[src/rtl/flexibit_div_pkg.sv]
// flexibit_div_pkg: shared FSM state encoding and step-counter sizing for seq_divider
package flexibit_div_pkg;
    typedef enum logic [1:0] {IDLE, CALC, DONE} state_e;
    function automatic int cnt_w(input int bw);
        return $clog2(bw) + 1;
    endfunction
endpackage

[src/rtl/div_step.sv]
// div_step: one restoring-division iteration (shift in a dividend bit, trial subtract, select)
module div_step #(
    parameter int BITWIDTH = 16
) (
    input  logic [BITWIDTH:0]   rem_i,
    input  logic                bit_i,
    input  logic [BITWIDTH-1:0] divisor_i,
    output logic [BITWIDTH:0]   rem_o,
    output logic                q_o
);
    logic [BITWIDTH+1:0] diff;
    // One extra bit so a negative trial difference shows up as the sign bit
    assign diff  = {rem_i, bit_i} - {2'b00, divisor_i};
    assign q_o   = ~diff[BITWIDTH+1];
    assign rem_o = q_o ? diff[BITWIDTH:0] : {rem_i[BITWIDTH-1:0], bit_i};
endmodule

[src/rtl/seq_divider.sv]
// seq_divider: unsigned multi-cycle restoring divider with valid/ready handshakes
module seq_divider
    import flexibit_div_pkg::*;
#(
    parameter int BITWIDTH = 16
) (
    input  logic                clk,
    input  logic                rst_n,
    input  logic                in_valid,
    output logic                in_ready,
    input  logic [BITWIDTH-1:0] dividend,
    input  logic [BITWIDTH-1:0] divisor,
    output logic                out_valid,
    input  logic                out_ready,
    output logic [BITWIDTH-1:0] quotient,
    output logic [BITWIDTH-1:0] remainder,
    output logic                div_by_zero
);
    localparam int CW = cnt_w(BITWIDTH);

    state_e              state_q, state_d;
    logic [CW-1:0]       cnt_q, cnt_d;
    logic [BITWIDTH:0]   rem_q, rem_d, step_rem;
    logic [BITWIDTH-1:0] quo_q, quo_d, dvs_q, dvs_d;
    logic                dbz_q, dbz_d, step_q;

    // quo_q starts as the dividend and shifts quotient bits in at the LSB
    div_step #(.BITWIDTH(BITWIDTH)) u_step (
        .rem_i     (rem_q),
        .bit_i     (quo_q[BITWIDTH-1]),
        .divisor_i (dvs_q),
        .rem_o     (step_rem),
        .q_o       (step_q)
    );

    always_ff @(posedge clk) begin
        if (!rst_n) begin
            state_q <= IDLE;
            cnt_q   <= '0;
            rem_q   <= '0;
            quo_q   <= '0;
            dvs_q   <= '0;
            dbz_q   <= 1'b0;
        end else begin
            state_q <= state_d;
            cnt_q   <= cnt_d;
            rem_q   <= rem_d;
            quo_q   <= quo_d;
            dvs_q   <= dvs_d;
            dbz_q   <= dbz_d;
        end
    end

    always_comb begin
        state_d = state_q;
        cnt_d   = cnt_q;
        rem_d   = rem_q;
        quo_d   = quo_q;
        dvs_d   = dvs_q;
        dbz_d   = dbz_q;
        case (state_q)
            IDLE: if (in_valid) begin
                dbz_d   = (divisor == '0);
                state_d = dbz_d ? DONE : CALC;
                quo_d   = dbz_d ? '1 : dividend;
                rem_d   = dbz_d ? {1'b0, dividend} : '0;
                dvs_d   = divisor;
                cnt_d   = '0;
            end
            CALC: begin
                rem_d   = step_rem;
                quo_d   = {quo_q[BITWIDTH-2:0], step_q};
                cnt_d   = (cnt_q == CW'(BITWIDTH - 1)) ? '0 : cnt_q + 1'b1;
                state_d = (cnt_q == CW'(BITWIDTH - 1)) ? DONE : CALC;
            end
            DONE: state_d = out_ready ? IDLE : DONE;
            default: state_d = IDLE;
        endcase
    end

    assign in_ready    = (state_q == IDLE);
    assign out_valid   = (state_q == DONE);
    assign quotient    = quo_q;
    assign remainder   = rem_q[BITWIDTH-1:0];
    assign div_by_zero = dbz_q;
endmodule

[config.mk]
export PLATFORM = sky130hd
export DESIGN_NAME = seq_divider
export DESIGN_NICKNAME = d
export VERILOG_FILES = /design/src/rtl/flexibit_div_pkg.sv /design/src/rtl/div_step.sv /design/src/rtl/seq_divider.sv
export SDC_FILE = /design/constraint.sdc
export NUM_CORES = 1
export LEC_CHECK = 0
export ABC_AREA = 1
export BUFFER_PORTS_ARGS = -buffer_cell sky130_fd_sc_hd__buf_2
export CAP_MARGIN = 20
export CORE_MARGIN = 3
export CORE_UTILIZATION = 30
export DETAILED_ROUTE_END_ITERATION = 7
export GPL_ROUTABILITY_DRIVEN = 0
export PLACE_DENSITY_LB_ADDON = 0.25
export SYNTH_ARGS = -nofsm -noshare
export SYNTH_HDL_FRONTEND = slang
export SYNTH_SLANG_ARGS = --single-unit
[constraint.sdc]
create_clock -name clk -period 2.2 [get_ports clk]
set_input_delay 0.11 -clock clk [delete_from_list [all_inputs] [get_ports clk]]
set_output_delay 0.11 -clock clk [all_outputs]
set_load 0.02 [all_outputs]
Word-level counts from Yosys, hierarchy flattened:

Index checks and enable logic that the tools add are counted.

* bitwise logic cells: 1
* multiplexer cells: 15
* $add $sub $neg: 2
* reduce and logical (&&, ||, !) cells: 5
* equality and inequality tests: 4

Operators by type and width (count)
* 16-bit 2-to-1 mux: 3
* 17-bit 2-to-1 mux: 2
* 17-bit one-hot mux with 2 select lines: 1
* 16-bit one-hot mux with 2 select lines: 1
* 18-bit by 16-bit subtractor with 18-bit output: 1
* 16-bit zero test: 1
* 5-bit 2-to-1 mux: 2
* 5-bit one-hot mux with 2 select lines: 1
* 2-bit 2-to-1 mux: 4
* 2-bit one-hot mux with 3 select lines: 1
* 5-bit by 1-bit adder with 5-bit output (second input constant): 1
* 5-bit by 4-bit equality test with 1-bit output (second input constant): 1
* 2-bit AND reduction: 2
* 2-bit by 1-bit equality test with 1-bit output (second input constant): 1
* 2-bit equality test (second input constant): 1
* 2-bit zero test: 1
* 2-bit inequality test (second input constant): 1
* 2-bit nonzero test: 1
* 1-bit inverter: 1

* output and inout port bits: 35
* bits in registers: 57
* word-level logic and storage cells: 33

Logic depth before layout (Yosys ltp):

* depth in word-level cells: 4
* mapped depth: 16
* depth with buffers taken out: 16

Modules after synthesis:

From an unflattened synthesis, not the netlist that was laid out.

* cell total of the unflattened synthesis: 663
* area, all modules: 4391.7 µm²

Modules (own cells, without submodules)
* seq_divider: cells each 362, sequential area each 1141.1 µm², area each 2725.1 µm², instances 1
* div_step: cells each 301, sequential area each 0.0 µm², area each 1666.6 µm², instances 1

Worst setup path after synthesis:

OpenSTA, ideal clock, no wires.

* path kind: reg-to-reg
* start: register quo_q[15], in the netlist quotient[15]
* end: register rem_q[16]
* arrival time: 1726 ps
* data required time: 2068 ps
* setup slack: 341 ps
* period minus slack after synthesis: 1859 ps
* stages on the path, launching flop included: 16
* path through: dfxtp_1 > inv_1 > ha_1 > fa_1 > inv_1 > nand3_1 > nand2_1 > nand2_1 > nand3b_1 > nand2_1 > nand2_1 > nand2_1 > nand2_1 > nand2_1 > nand3_1 > a21oi_1

* cells in the longest elaborated chain, start to end: 3

Ends and longest elaborated chain
* start, declared: line seq_divider.sv:24 `logic [BITWIDTH-1:0] quo_q, quo_d, dvs_q, dvs_d;`
* start signal, assigned: line seq_divider.sv:48 `quo_q <= quo_d;`
* 18-bit by 16-bit subtractor with 18-bit output: line div_step.sv:13 `assign diff = {rem_i, bit_i} - {2'b00, divisor_i};`
* 17-bit 2-to-1 mux: line div_step.sv:15 `assign rem_o = q_o ? diff[BITWIDTH:0] : {rem_i[BITWIDTH-1:0], bit_i};`
* 17-bit one-hot mux with 2 select lines: line seq_divider.sv:61 `case (state_q)`
* end signal, assigned: line seq_divider.sv:47 `rem_q <= rem_d;`
* end, declared: line seq_divider.sv:23 `logic [BITWIDTH:0] rem_q, rem_d, step_rem;`

No other way between the ends.
A chain may end at the register's enable or synchronous reset.

Final worst setup path:

* start: register rem_q[6]
* end: register rem_q[7]

* cells in the longest elaborated chain, start to end: 3

Ends and longest elaborated chain (line)
* 18-bit by 16-bit subtractor with 18-bit output: div_step.sv:13
* 17-bit 2-to-1 mux *: div_step.sv:15
* 17-bit one-hot mux with 2 select lines *: seq_divider.sv:61

Mark *: on every way between the ends. The rest lies on a longest branch, timed or not.

==> results_dict.tcl <==
set metrics [dict create \
    clock_skew_ps 9.476 \
    whs_endpoint "dvs_q[0]$_SDFFE_PN0P_" \
    top_layer_used "met4" \
    max_freq_mhz 486.2 \
    synth_area_leaders "dfxtp_1 (29%), nand2_1 (12%), a21oi_1 (8.8%), inv_1 (7.9%), nand3_1 (6.7%)" \
    worst-slew-pin-transition_ps 524.8 \
    regToRegStartpoint "rem_q[6]$_SDFFE_PN0P_" \
    worst_ep_required_time_ps 2460 \
    r2r_cells 11 \
    dp.cells 823 \
    yosysTopAreaCell "dfxtp_1" \
    min-delay-start "divisor[0]" \
    worstSetupPathType "flip-flop to flip-flop" \
    first_iter_violations 361 \
    peakVddDrop_mv 0.3569 \
    fin_util 0.3763 \
    syn-instance-count 604 \
    layout_common_cells "nand2_1 (118), inv_1 (82), buf_2 (70), a21oi_1 (67), dfxtp_1 (56)" \
    antenna_found_initial 0 \
    cts_buffers 9 \
    rsz0062_at_grt "true" \
    yosysWarningCount 0 \
    setup_violations 0 \
    crit-reg2reg-capture "rem_q[7]$_SDFFE_PN0P_" \
    hold_slack_ps 65.70 \
    routedWlPerCell_um 14.74 \
    slew_viol_final 0 \
    layout_setup_ws_ps 143.2 \
    critPathMaxFanout 9 \
    hold_viol_final 0 \
    cts_sinks 57 \
    synth_seq_area_share 0.2878 \
    place_ws_ps 46.51 \
    grt_max_degree 41 \
    slew_headroom 0.6480 \
    layout.cells.most_common "nand2_1" \
    cts_max_level 3 \
    hold_buffers 0 \
    wl_met1_um 5534 \
    status "finished clean" \
    wl_met3_um 665 \
    area_growth_pct 21.24 \
    drive_above_1_share 0.2348 \
    synthArstFlopShare 0 \
    min_path_cells 3 \
    die_w_um 121.0 \
    synth_flop_cell "dfxtp_1" \
    post_synth_num_cell_types 37 \
    ant_nets 0 \
    maxCapViolCount 0 \
    die_h_um 121.0 \
    start_util 0.3104 \
    coreArea_um2 12770 \
    drc 0 \
    cts-root-buf "clkbuf_16" \
    met2WireLength_um 5942 \
    fin_crit_sh 0.9349 \
    clk_pin_slew_ps 60 \
    hpwl_um 9448 \
    cts_tree "yes" \
    period_needed_ps 2057 \
    ys_ff_latch 57 \
    power_density_nw_per_um2 922.1 \
    dieArea_um2 14630 \
    num_antenna_cells 0 \
    synth_area_um2 3965 \
    endpoint_kind "flip-flop" \
    routed_wl_um 12460 \
    synth-edff-count 0 \
    synth_area_per_cell_um2 6.565 \
    drt-vias-per-instance 4.893 \
    synth.net_count 658 \
    placementRows 41 \
    grt_pass1_wl_um 19930 \
    worst-r2r-setup-slack_ps 140 \
    clk_latency_ps 330 \
    port_buffers 70 \
    num-fill-cells 1440 \
    nets 722 \
    grt_pass1_vias 3965 \
    synth_top_area_share 0.2878 \
    vias 4135 \
    grt_remaining_overflow 0 \
    worst_setup_path_start_kind "flip-flop" \
    hold_class "primary input to flip-flop" \
    grt_usage 0.1720 \
    worst_ep_arrival_time_ps 2320 \
    io_pins 71 \
    drt_pass1_iterations 6 \
    final_cell_count_no_fill 845 \
    leakage_nw 2.317 \
    clockBufferDepth 2 \
]
[report_power, final]
| group | total, W | switching [W] | internal [W] |
|---|---|---|---|
| registers | 0.00121 | 0.0000709 | 0.00114 |
| clock network | 0.00146 | 0.000547 | 0.000909 |
| logic | 0.00177 | 0.00113 | 0.000636 |
[worst max-delay path by stage]
stage / start / to / slack (ps) / cells after the start
after floorplan: quotient[15]$_SDFFE_PN0P_ / rem_q[16]$_SDFFE_PN0P_ / 340 / 15
after global placement: quotient[15]$_SDFFE_PN0P_ / rem_q[16]$_SDFFE_PN0P_ / 90 / 15
after detailed placement: quotient[15]$_SDFFE_PN0P_ / rem_q[16]$_SDFFE_PN0P_ / 50 / 15
after CTS: quotient[15]$_SDFFE_PN0P_ / rem_q[16]$_SDFFE_PN0P_ / 30 / 15
after global routing: quotient[15]$_SDFFE_PN0P_ / rem_q[14]$_SDFFE_PN0P_ / -20 / 16
final: rem_q[6]$_SDFFE_PN0P_ / rem_q[7]$_SDFFE_PN0P_ / 140 / 11
[flip-flops by register name (all words and copies together) (netlist names)]
register and flops:
rem_q 17, div_by_zero 1, quotient 16, cnt_q 5
dvs_q 16, state_q 2
[routing by layer]
| layer | vias to the layer above | track usage |
|---|---|---|
| li1 | 2101 | - |
| met1 | 1893 | 0.2207 |
| met2 | 119 | 0.2852 |
| met3 | 22 | 0.03077 |
| met4 | 0 | 0.06870 |
| met5 | - | 0 |
[cells in the mapped netlist, types with 2 or more instances]
| cell type | number |
|---|---|
| nand2_1 | 123 |
| inv_1 | 83 |
| a21oi_1 | 70 |
| dfxtp_1 | 57 |
| nand3_1 | 53 |
| o21ai_0 | 49 |
| nor2_1 | 30 |
| buf_4 | 25 |
| ha_1 | 17 |
| clkbuf_1 | 11 |
| a221oi_1 | 9 |
| or2_2 | 8 |
| inv_2 | 7 |
| a31oi_1 | 6 |
| nor3_1 | 6 |
| xor2_1 | 6 |
| buf_2 | 4 |
| nand2_4 | 4 |
| a21oi_2 | 3 |
| nand2_2 | 3 |
| nand3b_1 | 3 |
| nand4_1 | 3 |
| nor2_2 | 3 |
| nor4_1 | 3 |
| xnor2_1 | 3 |
| a211oi_1 | 2 |
| and2_1 | 2 |
| buf_6 | 2 |
[stage by stage]
step	instance area, um^2	setup TNS, ps	total power, W
global route	4807	-41.76	0.004748
finish	4807	0	0.004433
CTS	4711	0	0.004364
detailed placement	4404	0	0.002906
global placement	4404	0	0.002901
floorplan	3965	0	0.002527
[cells by family after synthesis]
| logic type | share of synthesized area |
|---|---|
| flip-flops | 0.2878 |
| AO/OA/AOI/OAI | 0.1966 |
| buffers and inverters | 0.1546 |
| adder cells (fa/ha/maj) | 0.05869 |
| AND/OR/NAND/NOR | 0.2824 |
| XOR/XNOR | 0.01988 |
[critical path, cell delays in order, from the launching register on]
cell	delay (ps)
dfxtp_1	330
ha_1	390
nand2_2	140
inv_2	60
a21oi_2	170
nand3_2	130
nand2_4	110
nand3_4	150
buf_4	200
nand3_1	80
nand3_1	80
a21oi_1	130
[what timing repair did]
item | CTS | global route
endpoints found under the setup margin | 0 | 17
resized for setup | 0 | 16
setup buffers | 0 | 6
[final cells by class]
type | instances | area, um^2 | area share
inverters | 91 | 341.6 | 0.07106
repair buffers | 95 | 538.0 | 0.1119
multi-input cells | 414 | 2263 | 0.4708
clock buffers | 10 | 239.0 | 0.04971
well taps | 172 | 215.2 | 0.04477
flip-flops and latches | 57 | 1142 | 0.2376
clock inverters | 6 | 67.56 | 0.01406
(Power assumes the default switching activity.)
